### src/rtl/xif_result_tracker_if.sv
// Bundle of the issue/commit/completion/result signals around the result
// tracker.
//   slave  : the tracker itself (takes alloc/commit/done, drives result/status)
//   master : the surrounding core/pipeline side
// Signals:
//   alloc_valid/ready/id/rd      issue-side allocation handshake
//   commit_valid/id/kill         core commit or kill of an in-flight ID
//   done_valid/id/data           pipeline completion
//   result_valid/ready/id/rd/data in-order result handshake
//   count                        live entries
//   commit_miss                  pulse: last commit matched nothing
interface xif_result_tracker_if #(
  parameter int DEPTH      = 4,
  parameter int X_ID_WIDTH = 4,
  parameter int FLEN       = 32
);
  localparam int CW = $clog2(DEPTH + 1);

  logic                  alloc_valid;
  logic                  alloc_ready;
  logic [X_ID_WIDTH-1:0] alloc_id;
  logic [4:0]            alloc_rd;
  logic                  commit_valid;
  logic [X_ID_WIDTH-1:0] commit_id;
  logic                  commit_kill;
  logic                  done_valid;
  logic [X_ID_WIDTH-1:0] done_id;
  logic [FLEN-1:0]       done_data;
  logic                  result_valid;
  logic                  result_ready;
  logic [X_ID_WIDTH-1:0] result_id;
  logic [4:0]            result_rd;
  logic [FLEN-1:0]       result_data;
  logic [CW-1:0]         count;
  logic                  commit_miss;

  modport slave (
    input  alloc_valid, alloc_id, alloc_rd,
    input  commit_valid, commit_id, commit_kill,
    input  done_valid, done_id, done_data,
    input  result_ready,
    output alloc_ready, result_valid, result_id, result_rd, result_data,
    output count, commit_miss
  );

  modport master (
    output alloc_valid, alloc_id, alloc_rd,
    output commit_valid, commit_id, commit_kill,
    output done_valid, done_id, done_data,
    output result_ready,
    input  alloc_ready, result_valid, result_id, result_rd, result_data,
    input  count, commit_miss
  );
endinterface

### src/rtl/xif_result_tracker.sv
// In-order result tracker. Each accepted instruction sits in a circular
// buffer until it has been both committed (or killed) by the core and
// completed by the pipeline; committed+completed entries retire from the
// head in program order, killed entries are dropped one per cycle.
// Ports:
//   ck   clock
//   rst  asynchronous active-low reset
//   bus  xif_result_tracker_if.slave (alloc/commit/done in, result/status out)
module xif_result_tracker #(
  parameter int DEPTH      = 4,
  parameter int X_ID_WIDTH = 4,
  parameter int FLEN       = 32
) (
  input  logic                  ck,
  input  logic                  rst,
  xif_result_tracker_if.slave   bus
);
  localparam int CW = $clog2(DEPTH + 1);
  localparam int PW = $clog2(DEPTH);

  logic [DEPTH-1:0]                 r_live, r_cmt, r_kill, r_done;
  logic [DEPTH-1:0][X_ID_WIDTH-1:0] r_id;
  logic [DEPTH-1:0][4:0]            r_rd;
  logic [DEPTH-1:0][FLEN-1:0]       r_data;
  logic [PW-1:0]                    r_head, r_tail;
  logic [CW-1:0]                    r_count;
  logic                             r_miss;

  logic [DEPTH-1:0] w_a_hit, w_c_hit, w_d_hit;
  logic             w_alloc, w_c_new, w_miss_nxt;
  logic             w_hd_kill, w_hd_rdy, w_pop, w_free;

  // Per-entry ID match against the three incoming IDs (live entries only).
  for (genvar g = 0; g < DEPTH; g++) begin : g_hit
    assign w_a_hit[g] = r_live[g] && (r_id[g] == bus.alloc_id);
    assign w_c_hit[g] = r_live[g] && (r_id[g] == bus.commit_id);
    assign w_d_hit[g] = r_live[g] && (r_id[g] == bus.done_id);
  end

  // Space is judged from registered count only, so a same-cycle pop never
  // makes room for a same-cycle allocation.
  assign bus.alloc_ready = (r_count != CW'(DEPTH)) && !(|w_a_hit);
  assign w_alloc         = bus.alloc_valid && bus.alloc_ready;

  // A commit may target the entry being allocated this very cycle. Live IDs
  // are unique and an accepted alloc_id matches no live entry, so at most one
  // of w_c_hit / w_c_new can be set.
  assign w_c_new    = bus.commit_valid && w_alloc && (bus.alloc_id == bus.commit_id);
  assign w_miss_nxt = bus.commit_valid && !(|w_c_hit) && !w_c_new;

  assign w_hd_kill = r_live[r_head] && r_kill[r_head];
  assign w_hd_rdy  = r_live[r_head] && r_cmt[r_head] && r_done[r_head] && !r_kill[r_head];
  assign w_pop     = w_hd_rdy && bus.result_ready;
  assign w_free    = w_hd_kill || w_pop;

  assign bus.result_valid = w_hd_rdy;
  assign bus.result_id    = w_hd_rdy ? r_id[r_head]   : '0;
  assign bus.result_rd    = w_hd_rdy ? r_rd[r_head]   : '0;
  assign bus.result_data  = w_hd_rdy ? r_data[r_head] : '0;
  assign bus.count        = r_count;
  assign bus.commit_miss  = r_miss;

  always_ff @(posedge ck or negedge rst) begin
    if (!rst) begin
      r_live  <= '0;
      r_cmt   <= '0;
      r_kill  <= '0;
      r_done  <= '0;
      r_id    <= '0;
      r_rd    <= '0;
      r_data  <= '0;
      r_head  <= '0;
      r_tail  <= '0;
      r_count <= '0;
      r_miss  <= 1'b0;
    end else begin
      for (int i = 0; i < DEPTH; i++) begin
        // Only the first commit/kill on an entry takes effect.
        if (bus.commit_valid && w_c_hit[i] && !r_cmt[i] && !r_kill[i]) begin
          r_cmt[i]  <= !bus.commit_kill;
          r_kill[i] <= bus.commit_kill;
        end
        if (bus.done_valid && w_d_hit[i] && !r_kill[i]) begin
          r_done[i] <= 1'b1;
          r_data[i] <= bus.done_data;
        end
      end
      if (w_free) begin
        r_live[r_head] <= 1'b0;
        r_head         <= r_head + PW'(1);
      end
      // Tail differs from a live head whenever alloc is allowed (not full).
      if (w_alloc) begin
        r_live[r_tail] <= 1'b1;
        r_id[r_tail]   <= bus.alloc_id;
        r_rd[r_tail]   <= bus.alloc_rd;
        r_cmt[r_tail]  <= w_c_new && !bus.commit_kill;
        r_kill[r_tail] <= w_c_new && bus.commit_kill;
        r_done[r_tail] <= 1'b0;
        r_data[r_tail] <= '0;
        r_tail         <= r_tail + PW'(1);
      end
      r_count <= r_count + CW'(w_alloc) - CW'(w_free);
      r_miss  <= w_miss_nxt;
    end
  end
endmodule

### src/flat_wrapper.sv
// flat-port wrapper written by rule: the top's interface ports become plain ports
module xif_result_tracker_flat 
#(
  parameter int DEPTH      = 4,
  parameter int X_ID_WIDTH = 4,
  parameter int FLEN       = 32
)
  (ck, rst, bus_alloc_valid, bus_alloc_id, bus_alloc_rd, bus_commit_valid, bus_commit_id, bus_commit_kill, bus_done_valid, bus_done_id, bus_done_data, bus_result_ready, bus_alloc_ready, bus_result_valid, bus_result_id, bus_result_rd, bus_result_data, bus_count, bus_commit_miss);
  xif_result_tracker_if #(.DEPTH(DEPTH), .X_ID_WIDTH(X_ID_WIDTH), .FLEN(FLEN)) bus_i ();
  input  logic ck;
  input  logic rst;
  input wire logic [$bits(bus_i.alloc_valid)-1:0] bus_alloc_valid;
  input wire logic [$bits(bus_i.alloc_id)-1:0] bus_alloc_id;
  input wire logic [$bits(bus_i.alloc_rd)-1:0] bus_alloc_rd;
  input wire logic [$bits(bus_i.commit_valid)-1:0] bus_commit_valid;
  input wire logic [$bits(bus_i.commit_id)-1:0] bus_commit_id;
  input wire logic [$bits(bus_i.commit_kill)-1:0] bus_commit_kill;
  input wire logic [$bits(bus_i.done_valid)-1:0] bus_done_valid;
  input wire logic [$bits(bus_i.done_id)-1:0] bus_done_id;
  input wire logic [$bits(bus_i.done_data)-1:0] bus_done_data;
  input wire logic [$bits(bus_i.result_ready)-1:0] bus_result_ready;
  output wire logic [$bits(bus_i.alloc_ready)-1:0] bus_alloc_ready;
  output wire logic [$bits(bus_i.result_valid)-1:0] bus_result_valid;
  output wire logic [$bits(bus_i.result_id)-1:0] bus_result_id;
  output wire logic [$bits(bus_i.result_rd)-1:0] bus_result_rd;
  output wire logic [$bits(bus_i.result_data)-1:0] bus_result_data;
  output wire logic [$bits(bus_i.count)-1:0] bus_count;
  output wire logic [$bits(bus_i.commit_miss)-1:0] bus_commit_miss;
  assign bus_i.alloc_valid = bus_alloc_valid;
  assign bus_i.alloc_id = bus_alloc_id;
  assign bus_i.alloc_rd = bus_alloc_rd;
  assign bus_i.commit_valid = bus_commit_valid;
  assign bus_i.commit_id = bus_commit_id;
  assign bus_i.commit_kill = bus_commit_kill;
  assign bus_i.done_valid = bus_done_valid;
  assign bus_i.done_id = bus_done_id;
  assign bus_i.done_data = bus_done_data;
  assign bus_i.result_ready = bus_result_ready;
  assign bus_alloc_ready = bus_i.alloc_ready;
  assign bus_result_valid = bus_i.result_valid;
  assign bus_result_id = bus_i.result_id;
  assign bus_result_rd = bus_i.result_rd;
  assign bus_result_data = bus_i.result_data;
  assign bus_count = bus_i.count;
  assign bus_commit_miss = bus_i.commit_miss;
  xif_result_tracker #(.DEPTH(DEPTH), .X_ID_WIDTH(X_ID_WIDTH), .FLEN(FLEN)) u_core (.ck(ck), .rst(rst), .bus(bus_i));
endmodule
### config.mk
export PLATFORM = sky130hd
export DESIGN_NAME = xif_result_tracker_flat
export DESIGN_NICKNAME = d
export VERILOG_FILES = /design/src/rtl/xif_result_tracker_if.sv /design/src/rtl/xif_result_tracker.sv /design/src/flat_wrapper.sv
export SDC_FILE = /design/constraint.sdc
export NUM_CORES = 1
export LEC_CHECK = 0
export ABC_AREA = 0
export BUFFER_PORTS_ARGS = -buffer_cell sky130_fd_sc_hd__buf_2
export CAP_MARGIN = 10
export CORE_MARGIN = 5
export CORE_UTILIZATION = 55
export CTS_BUF_LIST = sky130_fd_sc_hd__clkbuf_8 sky130_fd_sc_hd__clkbuf_16
export CTS_CLUSTER_DIAMETER = 120
export DETAILED_ROUTE_END_ITERATION = 10
export GPL_TIMING_DRIVEN = 0
export PLACE_DENSITY = 0.75
export SLEW_MARGIN = 20
export SYNTH_ARGS = -nofsm -noshare
export SYNTH_HDL_FRONTEND = slang
export SYNTH_SLANG_ARGS = --single-unit
### constraint.sdc
create_clock -name ck -period 6.67 [get_ports ck]
set_clock_uncertainty 0.05 [all_clocks]
set_input_delay 0.3335 -clock ck [delete_from_list [all_inputs] [get_ports ck]]
set_output_delay 0.3335 -clock ck [all_outputs]
set_load 0.01 [all_outputs]
==> impl_metrics.csv, run 1 <==
group,metric,value,unit
detailed_routing,drt_iter0_drc,494,
power,power_density,435,nW/um^2
placement,dp_slack,3300,ps
critical_path,crit_path_start_kind,"flip-flop",
detailed_routing,vias,6722,
floorplanning,fp-row-count,48,
global_route,grt_antenna_before_repair,1,
finish,area_growth,14.3,%
detailed_routing,wl_per_cell,19.6,um
global_route,grt.total_usage,0.238,
outcome,status,"finished, final reports clean",
floorplanning,dieWidth,143,um
timing,fmax,294,MHz
critical_path,critical_path_required,6290,ps
timing,relSlewSlack,0.402,
critical_path,crit_chain,"buf_1 -> nand3_1 -> o211ai_1 -> nand4b_1 -> clkbuf_1 -> nor2b_1 -> buf_2",
run,drv_cap,0,
critical_path,cp_slowest_stage_delay,550,ps
timing,rsz0062_at_grt,"false",
global_route,grt_pass1_wl,37900,um
yosys,synth_edf_count,0,
clock_network,clockBufferDepth,2,
yosys,yosysSeqAreaShare,0.481,
placement,gp_congestion,0.886,
placement,dp_hpwl,15600,um
finish,multiInputGateArea,4650,um^2
critical_path,worstRegToRegCells,12,
timing,setup_slack,3270,ps
yosys,synthCells,837,
timing,final_hold_viol_count,0,
yosys,ys_ff_latch,188,
timing,worst_pin_slew,896,ps
worst_hold_path,hold_path_class,"in2reg",
floorplanning,die_h,143,um
yosys,syn-mean-instance-area,11.7,um^2
critical_path,crit_type,"reg2out",
floorplanning,start_util,0.563,
critical_path,slowest_stage,"buf_1",
yosys,synthesis.area,9770,um^2
detailed_routing,ant_nets,0,
clock_network,cts_tree,"yes",
timing,min_period_over_period,0.509,
clock_network,clockRootBuffer,"clkbuf_16",
clock_network,numCtsBuffers,17,
power,total_power,4.86,mW
clock_network,clk_pin_slew,70,ps
critical_path,cp-end-kind,"output port",
finish,layout_commonest_cell,"dfrtp_1",
detailed_routing,vias_per_cell,5.66,
finish,drive_gt1_frac,0.242,
global_route,first_global_vias,7010,
clock_network,clk_latency,440,ps
power,irDropWorstVdd,239,uV
finish,nNetsFinal,1016,
yosys,synth_top_area_frac,0.481,
critical_path,rrSetupSlack,3290,ps
finish,fill_cells,1341,
clock_network,h-tree-depth,4,
yosys,async_reset_ff_frac,1.00,
floorplanning,ios,103,
critical_path,r2r_start,"u_core.r_head[1]",
timing,setup_viol,0,
critical_path,arrival,3010,ps
critical_path,cp.depth,7,
yosys,syn_nets,904,
yosys,yosysTopAreaCell,"dfrtp_1",
detailed_routing,post-route-drc-count,0,
yosys,ys_top_cells_by_area,"dfrtp_1, mux2i_1, mux4_2",
yosys,synth-main-ff-cell,"dfrtp_1",
yosys,synth_cell_type_count,36,
clock_network,cts_sinks,188,
finish,seq_area,4700,um^2
finish,final_cell_mix,"dfrtp_1, nor2_1, mux2i_1",
floorplanning,core_region_area,17400,um^2
detailed_routing,routed_wirelength,23300,um
timing,drv_slew,0,
timing,fin_crit,3400,ps
global_route,grt_overflow,0,
floorplanning,design.die.area,20500,um^2
critical_path,cp_top_family,"buffers and inverters",
critical_path,cp-endpoint,"bus_result_data[1]",
critical_path,critPathLaunch,"u_core.r_head[1]",
global_route,grt_max_degree,96,
detailed_routing,dr.pass1.iters,5,
critical_path,critPathBufInv,3,
placement,portBuffers,91,
finish,fin_area,11200,um^2
critical_path,reg2reg_to,"u_core.bus.count[2]",
timing,finalSetupTns,0,ps
clock_network,postCtsSetupRepairBufs,0,
power,p_leak,5.73,nW
yosys,synth_warnings,0,
critical_path,path_max_fanout,10,
placement,placed_cell_area,10500,um^2
how the worst min path moves through the flow:
stage / startpoint / to / slack, ps / cells after the start
CTS: bus_done_data[6] / u_core.r_data[38] / 100 / 3
global route: bus_done_data[18] / u_core.r_data[50] / 110 / 3
finish: bus_commit_valid / u_core.bus.commit_miss / 120 / 3
detailed placement: rst / u_core.r_data[5] / 370 / 1
floorplan: rst / u_core.bus.commit_miss / -10 / 0
global placement: u_core.r_rd[17] / u_core.r_rd[17] / 440 / 1
kinds of logic after synthesis:
| kind of cell | after synthesis | share of synthesized area |
|---|---|---|
| simple gates | 268 | 0.130 |
| compound gates | 54 | 0.0301 |
| xor+xnor | 56 | 0.0502 |
| buf+inv | 75 | 0.0431 |
| flops | 188 | 0.481 |
| mux | 185 | 0.251 |
| fa+ha+maj | 11 | 0.0148 |
sequential cells by signal, summed over array words and instances, names as in the netlist:
name and cells:
u_core.bus.commit_miss 1, u_core.bus.count 3, u_core.r_cmt 4, u_core.r_data 128, u_core.r_done 4, u_core.r_head 2
u_core.r_id 16, u_core.r_kill 4, u_core.r_live 4, u_core.r_rd 20, u_core.r_tail 2
tightest hold or removal path, cell delays in order:
cell	delay [ps]
buf_2	130
inv_1	60
a211oi_1	40
routing by layer:
metal / routed length, um / GRT usage / vias to the layer above
li1: - / - / 3084
met1: 10300 / 0.334 / 3428
met2: 11500 / 0.391 / 182
met3: 1190 / 0.0433 / 28
met4: 297 / 0.0565 / 0
met5: 0 / 0 / -
synthesized netlist by cell type (5+ instances only):
cell      instances
a21oi_1          43
buf_1             8
buf_6            17
clkbuf_1         28
dfrtp_1         188
ha_1             10
inv_1            18
mux2_2           34
mux2i_1         104
mux4_2           43
nand2_1          84
nand2b_1          6
nand3_1           6
nor2_1          107
nor2b_1          41
nor3_1            6
nor4_1            5
nor4_4            5
xnor2_1          33
xor2_1           23
where the power goes:
part / internal [mW] / leakage [nW] / switching [mW]
sequential: 1.53 / 2.47 / 0.316
clock: 0.596 / 0.284 / 0.465
combinational: 0.961 / 2.97 / 0.993
total: 3.08 / 5.73 / 1.77
layout make-up:
| class | count | share of cell area |
|---|---|---|
| Tap cell | 225 | 0.0252 |
| Sequential cell | 188 | 0.421 |
| Clock inverter | 15 | 0.0168 |
| Antenna cell | 1 | 0.000224 |
| Buffer | 57 | 0.0317 |
| Multi-Input combinational cell | 574 | 0.416 |
| Clock buffer | 17 | 0.0381 |
| Timing Repair Buffer | 93 | 0.0450 |
| Inverter | 18 | 0.00605 |
through the flow:
step	utilization	hold WS, ps	instances
2_1_floorplan	-	-12.1	837
3_3_place_gp	0.606	436	1153
3_5_place_dp	0.608	368	1154
4_1_cts	0.644	99.2	1187
5_1_grt	0.644	109	1188
6_report	0.644	115	1188
repair_timing:
| action | 4_1_cts | 5_1_grt |
|---|---|---|
| setup endpoints to repair | 0 | 0 |
| hold buffers | 1 | 0 |
| hold endpoints to repair | 94 | 0 |
| gates resized for setup | 0 | 0 |
No activity file was read; power rests on OpenSTA's default activity.
==> run 2: changes to the inputs <==
Settings changed: ABC_AREA 0 to 1.
Clock period 6.67 ns to 3.3 ns, I/O delays scaled along.
==> impl_metrics.csv, run 2 <==
group,metric,value,unit
outcome,status,"finished, final reports clean",
yosys,synth_top_family_by_area,"simple AND/OR/NAND/NOR gates",
floorplanning,ios,103,
yosys,syn-mean-instance-area,7.82,um^2
yosys,synth_compound_area_frac,0.130,
finish,diodes,0,
placement,portBuffers,96,
detailed_routing,vias,9562,
floorplanning,fp-row-count,50,
floorplanning,design.die.area,21500,um^2
clock_network,cts_tree,"yes",
timing,min_period_over_period,0.946,
detailed_routing,wl_per_cell,17.5,um
worst_hold_path,hold_path_class,"in2reg",
finish,largest_reg_flops,128,
global_route,grt_antenna_before_repair,0,
finish,nNetsFinal,1538,
placement,gp_congestion,0.913,
finish,largest-register,"u_core.r_data",
floorplanning,start_util,0.555,
floorplanning,dieWidth,147,um
yosys,ys_top_cells_by_area,"dfrtp_1, nand2_1, o21ai_0",
critical_path,r2r_start,"u_core.r_head[0]",
critical_path,critical_path_required,3080,ps
timing,worst_pin_slew,868,ps
detailed_routing,dr.pass1.iters,7,
timing,rsz0062_at_grt,"false",
clock_network,clk_latency,440,ps
power,total_power,11.2,mW
power,irDropWorstVdd,499,uV
clock_network,cts_sinks,188,
yosys,synth_cell_type_count,41,
critical_path,cp_slowest_stage_delay,450,ps
run,drv_cap,0,
timing,fin_crit,3120,ps
yosys,synthCells,1313,
power,p_leak,6.83,nW
detailed_routing,vias_per_cell,5.57,
clock_network,h-tree-depth,4,
timing,relSlewSlack,0.417,
critical_path,arrival,2910,ps
detailed_routing,ant_nets,0,
yosys,yosysSeqAreaShare,0.458,
critical_path,path_max_fanout,10,
yosys,yosysTopAreaCell,"dfrtp_1",
global_route,first_global_vias,9270,
detailed_routing,met3_wirelength,2160,um
detailed_routing,met1_length,12800,um
clock_network,clockRootBuffer,"clkbuf_16",
yosys,async_reset_ff_frac,1.00,
yosys,synth-main-ff-cell,"dfrtp_1",
timing,final_hold_viol_count,0,
power,switchingPower,4.81,mW
detailed_routing,routed_wirelength,30000,um
finish,drive_gt1_frac,0.131,
global_route,grt_overflow,0,
power,pwr-share-comb,0.452,
detailed_routing,drt_iter0_drc,859,
floorplanning,die_h,147,um
clock_network,clk_pin_slew,70,ps
yosys,synth_warnings,0,
floorplanning,core_region_area,18500,um^2
finish,final_cell_mix,"nand2_1, nor2_1, dfrtp_1",
finish,seq_area,4700,um^2
yosys,synth_most_common_cell,"nand2_1",
timing,fmax,320,MHz
finish,fill_cells,1576,
timing,finalSetupTns,0,ps
yosys,synth_edf_count,0,
finish,multiInputGateArea,4670,um^2
yosys,ys_ff_latch,188,
power,power_density,918,nW/um^2
yosys,synth_top_area_frac,0.458,
global_route,grt_max_degree,74,
critical_path,crit_path_start_kind,"flip-flop",
critical_path,slowest_stage,"dfrtp_1",
critical_path,critPathLaunch,"u_core.r_head[0]",
yosys,synth_xor_area_frac,0.0145,
clock_network,numCtsBuffers,17,
finish,layout_commonest_cell,"nand2_1",
critical_path,crit_chain,"buf_2 -> buf_2 -> nor2_1 -> o22ai_1 -> nand4_1 -> buf_2 -> nor2_1 -> buf_2",
placement,dp_hpwl,20400,um
timing,setup_viol,0,
finish,layout_top_registers,"u_core.r_data: 128 flops, u_core.r_rd: 20 flops, u_core.r_id: 16 flops",
timing,drv_slew,0,
yosys,synth_common_cells,"nand2_1, nor2_1, dfrtp_1",
worst_hold_path,min-delay-start,"bus_done_data[31]",
detailed_routing,dr.max_layer_used,"met4",
power,pwr-share-clk,0.203,
yosys,syn_nets,1380,
finish,area_growth,18.5,%
power,p_int,6.36,mW
global_route,grt.total_usage,0.285,
clock_network,clockBufferDepth,2,
critical_path,path_common_cell,"buf_2",
global_route,grt_pass1_wl,49000,um
yosys,synth_fa_ha_area_frac,0.0141,
detailed_routing,met2_length,14400,um
yosys,synthesis.area,10300,um^2
detailed_routing,post-route-drc-count,0,
power,swShare,0.431,
power,seqPwrFrac,0.345,
critical_path,crit_type,"reg2out",
critical_path,cp-end-kind,"output port",
yosys,muxShareOfSynthArea,0.0633,
yosys,yosys.area_share.simple,0.232,
run 2: changes by cell type after synthesis, moves of 14 or more:
cell | previous run | this run
nand2_1 | 84 | 315
o21ai_0 | 4 | 155
inv_1 | 18 | 112
nor2_1 | 107 | 199
a21oi_1 | 43 | 92
mux4_2 | 43 | 0
nor2b_1 | 41 | 0
mux2i_1 | 104 | 65
mux2_2 | 34 | 0
xnor2_1 | 33 | 8
buf_2 | 1 | 21
nand3_1 | 6 | 21
xor2_1 | 23 | 9
run 2: final cells by class:
class,count,share of cell area
plain buffers,79,0.0369
clock buffers,20,0.0383
clock inverters,12,0.0152
inverters,118,0.0371
multi-input cells,928,0.383
flip-flops and latches,188,0.386
well taps,234,0.0241
repair buffers,139,0.0785
run 2: critical path, delay by kind of cell, from the launching register on:
kind / cells / cell delay, ps
DFF: 1 / 450
buffers and inverters: 4 / 1150
AOI/OAI and AO/OA: 1 / 190
and+or+nand+nor: 3 / 690
run 2: cells by family (layout without fill, tap and decap cells):
kind of cell,after synthesis,after routing
AND/OR/NAND/NOR,573,573
AO/OA/AOI/OAI,262,262
buffers and inverters,197,368
flip-flops,188,188
multiplexers,65,65
XOR/XNOR,17,17
adder cells (fa/ha/maj),11,11
run 2: repair_timing:
item	in CTS	in global routing
gates resized for setup	0	2
hold buffers	41	0
hold endpoints to repair	187	0
buffers inserted	0	0
setup endpoints to repair	0	1
run 2: worst paths after layout:
kind                                       end  cells past startpoint  slack, ps
setup / recovery            bus_result_data[0]                      8        180
hold / removal              u_core.r_data[127]                      3         10
setup reg to reg           u_core.bus.count[2]                     14        340
hold reg to reg                 u_core.r_rd[7]                      2        430
max in group asynchronous   u_core.r_data[122]                      4       1990
min in group asynchronous     u_core.r_data[6]                      2        160
run 2: per-stage QoR:
step | util | worst slack, ps | hold slack (ps) | instances | cell area (um^2)
5_1_grt | 0.657 | 35.2 | 17.0 | 1718 | 12200
4_1_cts | 0.657 | 254 | 5.66 | 1718 | 12200
3_5_place_dp | 0.600 | 386 | 40.5 | 1645 | 11100
6_report | 0.657 | 177 | 14.6 | 1718 | 12200
3_3_place_gp | 0.596 | -1140 | 361 | 1643 | 11000
2_1_floorplan | - | 909 | -181 | 1313 | 10300
run 2: power groups by stage:
stage               clock (mW)  combinational [mW]  sequential (mW)
floorplan                    0                3.56             3.69
global placement             0                4.78             3.82
detailed placement           0                4.92             3.85
CTS                       2.28                5.01             3.82
global route              2.38                5.71             3.93
finish                    2.27                5.05             3.85
run 2: layer usage:
layer  track usage  vias to the layer above
met5             0                        -
met4        0.0894                        0
met3        0.0587                       54
met2         0.458                      392
met1         0.389                     4605
li1              -                     4511
==> run 3: changes to the inputs <==
Settings changed: CTS_BUF_LIST sky130_fd_sc_hd__clkbuf_8 sky130_fd_sc_hd__clkbuf_16 to not set, GPL_ROUTABILITY_DRIVEN set to 0, MAX_ROUTING_LAYER set to met4.
==> impl_metrics.csv, run 3 (synthesized netlist as in run 2, its figures left out) <==
group,metric,value,unit
critical_path,arrival,2910,ps
placement,portBuffers,96,
timing,worst_pin_slew,900,ps
global_route,grt_max_degree,98,
critical_path,worstRegToRegCells,14,
finish,area_growth,17.6,%
detailed_routing,wl_per_cell,17.6,um
global_route,grt.total_usage,0.292,
critical_path,rrSetupSlack,330,ps
worst_hold_path,min_to,"u_core.r_data[114]",
power,total_power,10.9,mW
critical_path,critical_path_required,3080,ps
timing,rsz0062_at_grt,"false",
power,p_leak,6.79,nW
global_route,grt_overflow,0,
detailed_routing,met3_wirelength,2420,um
detailed_routing,dr.pass1.iters,6,
clock_network,cts_resized,0,
critical_path,r2r_start,"u_core.r_head[0]",
clock_network,h-tree-depth,4,
outcome,status,"finished, final reports clean",
detailed_routing,dr.max_layer_used,"met4",
floorplanning,start_util,0.555,
clock_network,postCtsSetupRepairBufs,0,
detailed_routing,met1_length,12400,um
critical_path,reg2reg_to,"u_core.bus.count[2]",
timing,whs,18.1,ps
floorplanning,design.die.area,21500,um^2
critical_path,crit_type,"reg2out",
critical_path,crit_chain,"buf_2 -> buf_2 -> a21oi_1 -> a21oi_1 -> nand4_1 -> clkbuf_1 -> nor2_1 -> buf_2",
clock_network,numCtsBuffers,17,
power,power_density,906,nW/um^2
critical_path,cp-end-kind,"output port",
finish,seq_area,4700,um^2
clock_network,cts_sinks,188,
finish,diodes,0,
global_route,first_global_vias,9338,
detailed_routing,routed_wirelength,30200,um
timing,fin_crit,3120,ps
floorplanning,ios,103,
clock_network,holdBufCountCts,40,
finish,final_cell_mix,"nand2_1, nor2_1, dfrtp_1",
clock_network,clockBufferDepth,2,
finish,fill_cells,1562,
worst_hold_path,min-delay-start,"bus_done_data[18]",
placement,dp_slack,358,ps
detailed_routing,ant_nets,0,
clock_network,clk_latency,430,ps
timing,final_hold_viol_count,0,
timing,relSlewSlack,0.395,
floorplanning,die_h,147,um
clock_network,cts_tree,"yes",
timing,finalSetupTns,0,ps
placement,placed_cell_area,11100,um^2
floorplanning,core_region_area,18500,um^2
detailed_routing,post-route-drc-count,0,
floorplanning,fp-row-count,50,
detailed_routing,met2_length,14400,um
floorplanning,dieWidth,147,um
clock_network,clockRootBuffer,"clkbuf_16",
critical_path,cp_slowest_stage_delay,430,ps
finish,largest-register,"u_core.r_data",
timing,fmax,320,MHz
global_route,grt_antenna_before_repair,0,
finish,nNetsFinal,1537,
timing,min_period_over_period,0.946,
timing,drv_slew,0,
timing,setup_viol,0,
finish,layout_commonest_cell,"nand2_1",
worst_hold_path,hold_path_class,"in2reg",
critical_path,path_common_cell,"buf_2",
global_route,grt_pass1_wl,49100,um
detailed_routing,vias,9500,
critical_path,path_max_fanout,10,
finish,fin_area,12100,um^2
run,drv_cap,0,
clock_network,clk_pin_slew,70,ps
finish,multiInputGateArea,4670,um^2
placement,dp_hpwl,20300,um
detailed_routing,drt_iter0_drc,992,
critical_path,slowest_stage,"dfrtp_1",
finish,layout_top_registers,"u_core.r_data: 128 flops, u_core.r_rd: 20 flops, u_core.r_id: 16 flops",
finish,largest_reg_flops,128,
finish,drive_gt1_frac,0.126,
detailed_routing,vias_per_cell,5.54,
power,irDropWorstVdd,531,uV
critical_path,crit_path_start_kind,"flip-flop",
timing,setup_slack,178,ps
worst_hold_path,hold_path_depth,3,
## run 3: cell count changes in the layout (fill, tap and decap cells not counted)
cell           change
clkinv_2           +1
clkbuf_1           +5
dlygate4sd3_1      -1
clkinv_4           -2
bufinv_16          -2
inv_6              -2
clkbuf_2           -1
clkinvlp_4         -1
## run 3: critical path: cells and delay by family, from the launching register on
kind / cells / cell delay, ps
AOI/OAI and AO/OA: 2 / 270
buffers and inverters: 4 / 1170
DFF: 1 / 430
and+or+nand+nor: 2 / 610
## run 3: worst max path at each step
stage                     slack [ps]  depth (start not counted)              from                  end
after floorplan                  910                         14  u_core.r_head[0]  u_core.bus.count[2]
after global placement         -1140                          1               rst    u_core.r_data[27]
after detailed placement         360                         14  u_core.r_head[0]  u_core.bus.count[2]
after CTS                        270                          8  u_core.r_head[0]   bus_result_data[1]
after global routing              20                          8  u_core.r_head[0]   bus_result_data[1]
final                            180                          8  u_core.r_head[0]   bus_result_data[1]
## run 3: per-stage QoR
stage	instances	util
floorplan	1313	-
global placement	1643	0.596
detailed placement	1645	0.600
CTS	1715	0.652
global route	1715	0.652
finish	1715	0.652
## run 3: area by class of cell
| type | instances | share of cell area |
|---|---|---|
| Buffer | 79 | 0.0371 |
| Clock buffer | 24 | 0.0399 |
| Clock inverter | 6 | 0.00725 |
| Inverter | 118 | 0.0374 |
| Multi-Input combinational cell | 928 | 0.386 |
| Sequential cell | 188 | 0.389 |
| Tap cell | 234 | 0.0242 |
| Timing Repair Buffer | 138 | 0.0783 |
## run 3: metal layers
layer,track usage,up-vias
li1,-,4513
met1,0.379,4508
met2,0.462,400
met3,0.0587,79
met4,0.0992,0
met5,-,-
## run 3: report_power, final
part,switching [mW],internal (mW)
combinational,3.30,1.77
clock,0.874,1.17
sequential,0.583,3.25
